### src/rtl/note_player_if.sv
// Note request/response bundle between the note player and the pattern sequencer.
// The player pulses o_note_stb; the sequencer answers with the note fields and i_note_valid.
interface note_player_if;
  logic       o_note_stb;
  logic       i_note_valid;
  logic [5:0] i_note;
  logic [4:0] i_note_len;
  logic [3:0] i_instrument;

  // Player side: issues the request, receives the note.
  modport master (
    output o_note_stb,
    input  i_note_valid,
    input  i_note,
    input  i_note_len,
    input  i_instrument
  );

  // Sequencer side: sees the request, returns the note.
  modport slave (
    input  o_note_stb,
    output i_note_valid,
    output i_note,
    output i_note_len,
    output i_instrument
  );
endinterface

### src/rtl/note_player.sv
// Note player: owns song tempo, fetches notes from the sequencer, holds each for
// its encoded duration in tempo ticks, and drives gate/phase increment/instrument
// to the envelope and oscillator stage.
module note_player #(
  parameter int TICK_DIV = 200000,
  parameter int TICK_W   = 18
) (
  input  logic                i_clk,
  input  logic                i_rst,
  input  logic                i_enable,
  note_player_if.master       seq,
  output logic                o_tick,
  output logic                o_gate,
  output logic [15:0]         o_phase_inc,
  output logic [3:0]          o_instrument,
  output logic                o_playing
);

  localparam logic [TICK_W-1:0] TICK_LAST = TICK_W'(TICK_DIV - 1);

  typedef enum logic [1:0] {
    IDLE      = 2'd0,
    REQUEST   = 2'd1,
    WAIT_NOTE = 2'd2,
    PLAY      = 2'd3
  } state_t;

  state_t            state;
  logic [TICK_W-1:0] tick_cnt;
  logic [5:0]        remaining;
  logic              tick;

  // Top-octave phase increment for each semitone (C..B).
  function automatic logic [15:0] base_of(input logic [3:0] semi);
    logic [15:0] b;
    case (semi)
      4'd0:    b = 16'd34297;
      4'd1:    b = 16'd36336;
      4'd2:    b = 16'd38497;
      4'd3:    b = 16'd40786;
      4'd4:    b = 16'd43211;
      4'd5:    b = 16'd45781;
      4'd6:    b = 16'd48503;
      4'd7:    b = 16'd51387;
      4'd8:    b = 16'd54443;
      4'd9:    b = 16'd57681;
      4'd10:   b = 16'd61111;
      default: b = 16'd64745;
    endcase
    return b;
  endfunction

  // Note code to phase increment. Octave is found by constant compares so the
  // divide-by-12 stays a single combinational level; lower octaves shift down.
  function automatic logic [15:0] phase_of(input logic [5:0] note);
    logic [5:0] n;
    logic [2:0] oct;
    logic [5:0] semi;
    if (note == 6'd0) return 16'd0;
    n = note - 6'd1;
    if (n < 6'd12)      oct = 3'd0;
    else if (n < 6'd24) oct = 3'd1;
    else if (n < 6'd36) oct = 3'd2;
    else if (n < 6'd48) oct = 3'd3;
    else if (n < 6'd60) oct = 3'd4;
    else                oct = 3'd5;
    semi = n - ({3'b000, oct} * 6'd12);
    return base_of(semi[3:0]) >> (3'd5 - oct);
  endfunction

  // Tick fires on the last count of the divider; gated so a stop kills it at once.
  assign tick   = i_enable && (tick_cnt == TICK_LAST);
  assign o_tick = tick;

  // Free-running tempo divider, held at zero while playback is stopped.
  always_ff @(posedge i_clk) begin
    if (i_rst || !i_enable) begin
      tick_cnt <= '0;
    end else if (tick_cnt == TICK_LAST) begin
      tick_cnt <= '0;
    end else begin
      tick_cnt <= tick_cnt + 1'b1;
    end
  end

  // Playback FSM with registered strobe, gate, pitch, instrument and playing flag.
  always_ff @(posedge i_clk) begin
    if (i_rst) begin
      state          <= IDLE;
      seq.o_note_stb <= 1'b0;
      o_gate         <= 1'b0;
      o_phase_inc    <= '0;
      o_instrument   <= '0;
      o_playing      <= 1'b0;
      remaining      <= '0;
    end else if (!i_enable) begin
      // Stopping silences the voice but keeps the instrument selection.
      state          <= IDLE;
      seq.o_note_stb <= 1'b0;
      o_gate         <= 1'b0;
      o_phase_inc    <= '0;
      o_playing      <= 1'b0;
    end else begin
      seq.o_note_stb <= 1'b0;
      case (state)
        IDLE: begin
          state          <= REQUEST;
          seq.o_note_stb <= 1'b1;
        end
        REQUEST: begin
          state <= WAIT_NOTE;
        end
        WAIT_NOTE: begin
          if (seq.i_note_valid) begin
            o_instrument <= seq.i_instrument;
            o_gate       <= (seq.i_note != 6'd0);
            o_phase_inc  <= phase_of(seq.i_note);
            remaining    <= {1'b0, seq.i_note_len} + 6'd1;
            o_playing    <= 1'b1;
            state        <= PLAY;
          end
        end
        PLAY: begin
          if (tick) begin
            remaining <= remaining - 6'd1;
            // Release one tick early for articulation; a one-tick note stays legato.
            if (remaining == 6'd2) o_gate <= 1'b0;
            if (remaining == 6'd1) begin
              state          <= REQUEST;
              seq.o_note_stb <= 1'b1;
              o_playing      <= 1'b0;
            end
          end
        end
        default: state <= IDLE;
      endcase
    end
  end

endmodule

### src/flat_wrapper.sv
// flat-port wrapper written by rule: the top's interface ports become plain ports
module note_player_flat 
#(
  parameter int TICK_DIV = 200000,
  parameter int TICK_W   = 18
)
  (i_clk, i_rst, i_enable, o_tick, o_gate, o_phase_inc, o_instrument, o_playing, seq_o_note_stb, seq_i_note_valid, seq_i_note, seq_i_note_len, seq_i_instrument);
  note_player_if seq_i ();
  input  logic i_clk;
  input  logic i_rst;
  input  logic i_enable;
  output logic o_tick;
  output logic o_gate;
  output logic [15:0] o_phase_inc;
  output logic [3:0] o_instrument;
  output logic o_playing;
  output wire logic [$bits(seq_i.o_note_stb)-1:0] seq_o_note_stb;
  input wire logic [$bits(seq_i.i_note_valid)-1:0] seq_i_note_valid;
  input wire logic [$bits(seq_i.i_note)-1:0] seq_i_note;
  input wire logic [$bits(seq_i.i_note_len)-1:0] seq_i_note_len;
  input wire logic [$bits(seq_i.i_instrument)-1:0] seq_i_instrument;
  assign seq_o_note_stb = seq_i.o_note_stb;
  assign seq_i.i_note_valid = seq_i_note_valid;
  assign seq_i.i_note = seq_i_note;
  assign seq_i.i_note_len = seq_i_note_len;
  assign seq_i.i_instrument = seq_i_instrument;
  note_player #(.TICK_DIV(TICK_DIV), .TICK_W(TICK_W)) u_core (.i_clk(i_clk), .i_rst(i_rst), .i_enable(i_enable), .seq(seq_i), .o_tick(o_tick), .o_gate(o_gate), .o_phase_inc(o_phase_inc), .o_instrument(o_instrument), .o_playing(o_playing));
endmodule
### config.mk
export PLATFORM = sky130hd
export DESIGN_NAME = note_player_flat
export DESIGN_NICKNAME = d
export VERILOG_FILES = /design/src/rtl/note_player_if.sv /design/src/rtl/note_player.sv /design/src/flat_wrapper.sv
export SDC_FILE = /design/constraint.sdc
export NUM_CORES = 1
export LEC_CHECK = 0
export CORE_MARGIN = 3
export CORE_UTILIZATION = 55
export CTS_BUF_LIST = sky130_fd_sc_hd__clkbuf_8
export DETAILED_ROUTE_END_ITERATION = 12
export PLACE_DENSITY = 0.78
export SYNTH_ARGS = -nofsm -noshare
export SYNTH_HDL_FRONTEND = slang
export SYNTH_SLANG_ARGS = --single-unit
### constraint.sdc
create_clock -name i_clk -period 6.1 [get_ports i_clk]
set_input_delay 0.915 -clock i_clk [delete_from_list [all_inputs] [get_ports i_clk]]
set_output_delay 0.915 -clock i_clk [all_outputs]
set_load 0.02 [all_outputs]
Word-level counts from Yosys, hierarchy flattened. Memories as Yosys holds them, arrays and structs flattened. Index checks and enable logic that the tools add are counted.

Add/subtract/negate cells: 6. Multiply operators: 1. $lt $le $gt $ge: 5. Equal/unequal tests: 10. Shifts and indexed selects: 1. Mux-type cells: 40. Bitwise logic cells: 1. Reduce and logical (&&, ||, !) cells: 15.

Operator list (count): 2-to-1 mux 16 bit (7); 2-to-1 mux 3 bit (9); adder 18 x 1 -> 18 bit, second input constant (1); == test 18 bit, second input constant (1); < comparator 6 bit, second input constant (3); >> shifter 16 x 3 -> 16 bit (1); 2-to-1 mux 1 bit (14); 2-to-1 mux 6 bit (2); case mux 6 bit (2 select lines) (1); AND reduction 4 bit (3); subtractor 6 x 1 -> 6 bit, second input constant (2); case mux 2 bit (4 select lines) (1); adder 5 x 1 -> 6 bit, second input constant (1); == test 6 x 1 -> 1 bit, second input constant (1); == test 6 x 2 -> 1 bit, second input constant (1); zero test 6 bit (1); < comparator 6 x 4 -> 1 bit, second input constant (1); < comparator 6 x 5 -> 1 bit, second input constant (1); 2-to-1 mux 2 bit (3); case mux 1 bit (2 select lines) (3); AND reduction 3 bit (2); nonzero test 6 bit (1); == test 2 bit, second input constant (2); != test 2 x 1 -> 1 bit, second input constant (2); 13 further kinds (15).

Bits in registers: 49. Memory bits (read-only): 240. Output and inout bits: 24. Logic and storage cells: 88. Memories kept: 1.

Memories: (no name shown) (words 16, width 15, rd ports 1, clocked after memory_dff 0, write ports 0, RTL line note_player.sv:36) `case (semi)`.

Depth between registers and ports, before layout. An unclocked memory read counts as a cell.

Depth in word-level cells: 22. Gate-level depth with buffers: 18.

Worst setup path before layout. No wires, ideal clock.

Path type: input -> register. From: input port seq_i_note[0]. To: register u_core.o_phase_inc[5]. Arrival: 4.888 ns. Required time: 5.972 ns. Slack: 1.084 ns. Stages on the path: 18. Cell sequence: clkbuf_1 > inv_1 > ha_1 > clkbuf_1 > o21ai_0 > a21o_1 > a221o_1 > inv_1 > clkbuf_1 > ha_1 > xnor3_1 > xnor2_1 > clkbuf_1 > nand2_1 > a31oi_1 > nor3_1 > a2111oi_0 > o31ai_1.

Word-level cells in the longest chain between the ends: 22. Elaborated cells on any way between the ends: 33.

RTL lines: from (decl) (RTL line flat_wrapper.sv:19) `input wire logic [$bits(seq_i.i_note)-1:0] seq_i_note;`; subtractor 6 x 1 -> 6 bit (RTL line note_player.sv:60) `n = note - 6'd1;`; < comparator 6 bit (RTL line note_player.sv:65) `else if (n < 6'd60) oct = 3'd4;`; 2-to-1 mux 1 bit (RTL line note_player.sv:65); 2-to-1 mux 3 bit (RTL line note_player.sv:64) `else if (n < 6'd48) oct = 3'd3;`; 2-to-1 mux 3 bit (RTL line note_player.sv:63) `else if (n < 6'd36) oct = 3'd2;`; 2-to-1 mux 3 bit (RTL line note_player.sv:62) `else if (n < 6'd24) oct = 3'd1;`; 2-to-1 mux 3 bit (RTL line note_player.sv:61) `if (n < 6'd12) oct = 3'd0;`; 2-to-1 mux 3 bit (RTL line note_player.sv:60); [... 6 more ...]; memory (16 x 15 bit); 2-to-1 mux 16 bit (RTL line note_player.sv:60); 2-to-1 mux 16 bit (RTL line note_player.sv:114) `if (seq.i_note_valid) begin`; 2-to-1 mux 16 bit (RTL line note_player.sv:105) `case (state)`; 2-to-1 mux 16 bit (RTL line note_player.sv:96) `end else if (!i_enable) begin`; 2-to-1 mux 16 bit (RTL line note_player.sv:88) `if (i_rst) begin`; >> shifter 16 x 3 -> 16 bit (RTL line note_player.sv:68) `return base_of(semi[3:0]) >> (3'd5 - oct);`; 2-to-1 mux 16 bit * (RTL line note_player.sv:60); to (signal assigned) (RTL line note_player.sv:117) `o_phase_inc <= phase_of(seq.i_note);`; to (decl) (RTL line note_player.sv:14) `output logic [15:0] o_phase_inc,`.

Mark *: on every way between the ends. The rest lies on a longest branch, timed or not. The select of a mux whose other input is x is not followed. A chain may end at the register's enable or synchronous reset.

Worst setup path after layout. Same ends and word-level chain as after synthesis.

==> impl_metrics.ini <==
[status]
status = completed

[clock_tree]
htreeDepth = 2
ctsHoldBuffers = 0
clockBufferDepth = 2
cts.sinks = 49
clock_latency_ns = 0.30
postCtsSetupBuffers = 0
cts.reportedPaths.clkPinSlew_ns = 0.09
numCtsBuffers = 5
ctsResizeCount = 0
cts_tree = yes
root_buffer = clkbuf_8

[power_and_ir_drop]
swShare_pct = 35.2
clkPwrFrac_pct = 27.3
power.density_nw_per_um2 = 222
p_comb_share_pct = 35.9
p_int_uw = 575
pwr-share-seq_pct = 36.8
netSwitchingPower_uw = 312
peakVddDrop_mv = 0.137
p_leak_uw = 0.00146

[die]
io_pins = 43
core-area_um2 = 5960
die_w_um = 84.8
die_h_um = 84.8
initial_utilization_pct = 57.3
die-area_um2 = 7180
rows = 28

[route]
first_pass_iters = 5
wirelength_um = 8880
drc = 0
drt-initial-drc-count = 196
ant_nets = 0
via_count = 3424
drt-wirelength-per-cell_um = 16.2
viasPerCell = 6.24

[timing]
hold_violations = 0
timing.final.crit_period_ns = 5.60
finalSetupViolations = 0
drv_slew = 0
worst_clock_skew_ns = 0.00573
max_freq_mhz = 179
setup_ws_ns = 0.502
relSlewSlack_pct = 37.1
fin_crit_sh_pct = 91.8
worst_slew_pin_slew_ns = 0.943
rsz0062_at_grt = false
hold_ws_ns = 0.459
fin_tns_setup_ns = 0

[place]
dp_hpwl_um = 6670
portBuffers = 42
place_congestion = 0.953
pre_cts_ws_ns = 0.302

[final_layout]
utilization_pct = 67.1
nets = 510
drive_above_1_share_pct = 6.12
area_delta_synth_final_pct = 17.2
diodes = 0

[synth]
postSynthCellCount = 442
synth-seq-cells = 49
synth_seq_area_share_pct = 28.8
synth-edff-count = 0
yosysUniqueCellTypes = 64
syn_avg_cell_area_um2 = 7.72
syn-num-nets = 479
synthArstFlopShare_pct = 0
synthFlopType = dfxtp_1
netlist_area_um2 = 3410
yosys_warnings = 0

[critical_path]
worst-setup-path-type = in2reg
crit_required_ns = 6.28
cp_slowest_cell = a21oi_1
cpPeakStageDelay_ns = 0.70
critPathMaxFanout = 13
endpoint_kind = flop
crit_chain = clkdlybuf4s50_1 -> inv_1 -> ha_1 -> o2111ai_1 -> a21oi_1 -> nor2_1 -> inv_2 -> ha_1 -> xnor3_1 -> xnor2_1 -> buf_4 -> nor3_1 -> nor3_1 -> mux2i_1 -> a2111oi_0 -> o31ai_1
worstPathArrival_ns = 5.78
crit_path_start_kind = primary input

[global_routing]
grt_first_pass_wirelength_um = 15000
antenna_found_initial = 0
grt-ovfl-total = 0
grt_max_degree = 23
grt_usage_pct = 24.8
grt_pass1_vias = 3211

[flow_run]
drv_cap = 0

[min_path]
hold_path_class = reg2reg
==> kinds of logic after synthesis <==
logic type | Yosys count | share of synthesized area, %
AO/OA/AOI/OAI | 132 | 26.0
XOR/XNOR | 23 | 6.31
adder cells (fa/ha/maj) | 19 | 6.90
buffers and inverters | 40 | 4.77
flip-flops | 49 | 28.8
multiplexers | 10 | 2.97
AND/OR/NAND/NOR | 169 | 24.3
==> per-stage QoR <==
| stage | power [uW] | cells | cell area, um^2 |
|---|---|---|---|
| 2_1_floorplan | 558 | 442 | 3410 |
| 3_3_place_gp | 642 | 541 | 3880 |
| 3_5_place_dp | 642 | 541 | 3880 |
| 4_1_cts | 883 | 549 | 4000 |
| 5_1_grt | 931 | 549 | 4000 |
| 6_report | 886 | 549 | 4000 |
==> power groups by stage <==
stage	sequential (uW)	combinational, uW	clock [uW]
floorplan	335	223	0
global placement	333	309	0
detailed placement	334	308	0
CTS	326	310	247
global route	327	344	261
finish	326	318	242
==> worst max-delay path: cells and delay by family <==
family | cells | cell delay [ns]
AOI/OAI and AO/OA | 4 | 1.53
xor gates and xnor gates | 2 | 0.72
muxes | 1 | 0.20
and+or+nand+nor | 3 | 0.62
adders and majority gates | 2 | 0.72
buffers and inverters | 4 | 1.06
==> routing by layer <==
layer	wire, um	up-vias	global-route usage (%)
li1	-	1691	-
met1	3800	1603	30.7
met2	4510	108	43.9
met3	365	22	3.53
met4	203	0	8.78
met5	0	-	0
==> sequential cells by signal, summed over array words and instances, names as in the netlist <==
name,cells
u_core.state,2
u_core.seq.o_note_stb,1
u_core.o_instrument,4
u_core.o_playing,1
u_core.o_gate,1
u_core.remaining,6
u_core.tick_cnt,18
u_core.o_phase_inc,16
==> path summary, 6_finish.rpt <==
kind	from	endpoint	slack, ns	cells past startpoint
min reg2reg	u_core.remaining[5]	u_core.remaining[5]	0.46	2
max	seq_i_note[0]	u_core.o_phase_inc[5]	0.50	16
min	u_core.remaining[5]	u_core.remaining[5]	0.46	2
max reg2reg	u_core.tick_cnt[14]	u_core.remaining[3]	3.21	7
==> cell usage after synthesis, drive strengths merged (4+ instances only) <==
library cell,number,area [um^2]
a211oi,13,120
a21oi,26,130
a22oi,8,60.1
a31oi,10,62.6
and3,9,56.3
clkbuf,24,90.1
dfxtp,49,981
ha,18,225
inv,12,45.0
mux2i,9,90.1
nand2,35,131
nand2b,5,31.3
nand3,16,80.1
nand4,8,50.1
nor2,50,188
nor2b,4,25.0
nor3,16,80.1
nor4,6,37.5
o211ai,7,52.6
o21ai,35,175
or3,7,48.8
xnor2,10,87.6
xor2,12,105
==> area by class of cell <==
type | count | area (um^2)
Tap cell | 75 | 93.8
Clock inverter | 2 | 37.5
Fill cell | 520 | 1960
Clock buffer | 6 | 82.6
Inverter | 13 | 48.8
Multi-Input combinational cell | 353 | 2270
Timing Repair Buffer | 51 | 488
Sequential cell | 49 | 981
==> layout by cell type, fill, tap and decap left out, drive strengths merged, types with 12 or more instances in the layout <==
master and count:
a21oi 26, nor2 50, dfxtp 49, a211oi 13
inv 12, nand3 16, ha 18, clkdlybuf4s50 42
xor2 12, nor3 16, nand2 35, o21ai 35
Note: power is estimated with default switching activity, not from simulation.
==> RTL edit, RTL diff (config.mk and constraints unchanged) <==
Reset style: asynchronous (`i_rst`), changed in one clocked block.
--- a/src/rtl/note_player.sv
+++ b/src/rtl/note_player.sv
@@ -85,5 +85,5 @@
 
   // Playback FSM with registered strobe, gate, pitch, instrument and playing flag.
-  always_ff @(posedge i_clk) begin
+  always_ff @(posedge i_clk or posedge i_rst) begin
     if (i_rst) begin
       state          <= IDLE;
Function: differs if i_rst is asserted again (counterexample within 4 cycles, from zero or initial values and one cycle with i_rst high); with i_rst held inactive, the same outputs for 4 cycles.
==> RTL edit against the original RTL <==
Count of clock-buffer cells in the layout unchanged. Fmax up 8.4%. Final area up 3.2%. Wire length down 5.8%. Total power up 37%. Area after synthesis up 3.2%. Sequential cell count unchanged. Die area up 3.0%. Highest routed layer unchanged. Worst setup slack better by 0.43 ns.
==> RTL edit: results (changes against the original RTL) <==
WP data arrival 5.35 ns (was 5.78 ns); Hold EP u_core.tick_cnt[0]$_SDFF_PP0_ (was u_core.remaining[5]$_SDFFE_PP0P_); commonest cells in the netlist 42 x nor2_1, 40 x nand2_1, 31 x dfrtp_1 (was 50 x nor2_1, 49 x dfxtp_1, 35 x nand2_1); top cells by area, synth dfrtp_1 22%, dfxtp_1 10%, ha_1 6.4%, nor2_1 4.5%, nand2_1 4.3% (was dfxtp_1 29%, ha_1 6.6%, nor2_1 5.5%, o21ai_0 5.0%, nand2_1 3.9%); static leakage 1.65 nW (was 1.46 nW); asr flop ratio synth 0.633 (was 0); Post-Syn Nets 459 (was 479); DRT Pass-1 Iters 7 (was 5); Cell variety after synth 63 (was 64); outcome finished, final reports clean (unchanged); gr usage total 0.228 (was 0.248); Min-Delay Path Class reg -> reg (unchanged); Crit Reg-Reg Startpoint u_core.tick_cnt[14]$_SDFF_PP0_ (unchanged); sequential area share after synthesis 0.323 (was 0.288); pin count of the biggest net entering global routing 32 (was 23); Synth Flop Type dfrtp_1 (was dfxtp_1); YS warnings 0 (unchanged); Vias per Instance 6.15 (was 6.24); starting DRC count in detailed routing 235 (was 196); Hold Crit Start u_core.tick_cnt[0]$_SDFF_PP0_ (was u_core.remaining[5]$_SDFFE_PP0P_); layout cell share with drive strength beyond 1 0.0768 (was 0.0612); worst flop-to-flop path endpoint u_core.remaining[0]$_DFFE_PP0P_ (was u_core.remaining[3]$_SDFFE_PP0P_); DR WL/cell 15.8 microns (was 16.2 microns); htree depth 2 (unchanged); Final GP Congestion 0.974 (was 0.953); vias in the first global route 2940 (was 3211); DP Area 4010 sq um (was 3880 sq um); nets@finish 492 (was 510); Skew-Pair Late Insertion Delay 0.30 ns (about the same); global-route wire length before repair 13900 microns (was 15000 microns); internal reg-to-reg setup slack 3.26 ns (was 3.21 ns); DP Wirelength 6200 microns (was 6670 microns); Hold Path Depth 1 (was 2); Slew headroom 0.133 (was 0.371); skew final 0.0113 ns (was 0.00573 ns)
## RTL edit: cell count changes after synthesis, sizes merged, moves of 8 or more
cell,unedited run,this run
nor2,50,42
dfxtp,49,18
o21ai,35,22
a211oi,13,5
a22oi,8,0
inv,12,21
dfrtp,0,31
## RTL edit: worst max-delay path, stage by stage
cell             delay, ns
clkdlybuf4s50_1       0.47
inv_1                 0.11
ha_1                  0.37
or4_1                 0.44
o2111a_1              0.15
a221o_1               0.29
inv_2                 0.07
ha_1                  0.26
xnor3_1               0.48
xnor2_1               0.58
o21ai_0               0.25
a21o_1                0.25
mux4_2                0.46
o22ai_1               0.15
o21ai_0               0.10
## RTL edit: per-layer routing
metal | vias to the layer above | wire (microns) | GRT usage
met5 | - | 0 | 0
met4 | 0 | 87 | 0.0518
met3 | 10 | 470 | 0.0384
met2 | 111 | 3980 | 0.369
met1 | 1553 | 3830 | 0.318
li1 | 1591 | - | -
## RTL edit: how the worst max path moves through the flow
stage	from	end
2_1_floorplan	seq_i_note[0]	u_core.o_phase_inc[10]$_DFFE_PP0P_
3_3_place_gp	seq_i_note[0]	u_core.o_phase_inc[2]$_DFFE_PP0P_
3_5_place_dp	seq_i_note[0]	u_core.o_phase_inc[2]$_DFFE_PP0P_
4_1_cts	seq_i_note[0]	u_core.o_phase_inc[2]$_DFFE_PP0P_
5_1_grt	seq_i_note[0]	u_core.o_phase_inc[2]$_DFFE_PP0P_
6_report	seq_i_note[0]	u_core.o_phase_inc[2]$_DFFE_PP0P_
## RTL edit: final cells by class
class,count,area (sq um)
multi-input cells,325,2200
fillers,519,1930
flip-flops and latches,49,1140
repair buffers,52,495
well taps,75,93.8
clock buffers,6,82.6
inverters,22,82.6
clock inverters,2,36.3
## RTL edit: logic make-up after synthesis
| logic type | synth area share |
|---|---|
| and+or+nand+nor | 0.210 |
| xor gates and xnor gates | 0.0654 |
| buffers and inverters | 0.0540 |
| adders and majority gates | 0.0640 |
| DFF | 0.323 |
| muxes | 0.0658 |
| AOI/OAI and AO/OA | 0.218 |
## RTL edit: through the flow
stage          setup slack (ns)  power (mW)  hold slack [ns]  std cells
2_1_floorplan             0.810       0.804            0.418        422
3_3_place_gp              0.830       0.959            0.429        523
3_5_place_dp              0.651       0.976            0.439        523
4_1_cts                   0.961        1.22            0.460        531
5_1_grt                   0.677        1.30            0.510        531
6_report                  0.937        1.22            0.457        531
## RTL edit: power breakdown
part | total, mW | switching (mW) | leakage, nW | internal [mW]
sequential | 0.418 | 0.0424 | 0.553 | 0.376
combinational | 0.556 | 0.312 | 1.03 | 0.244
clock | 0.242 | 0.109 | 0.0617 | 0.134
total | 1.22 | 0.463 | 1.65 | 0.754
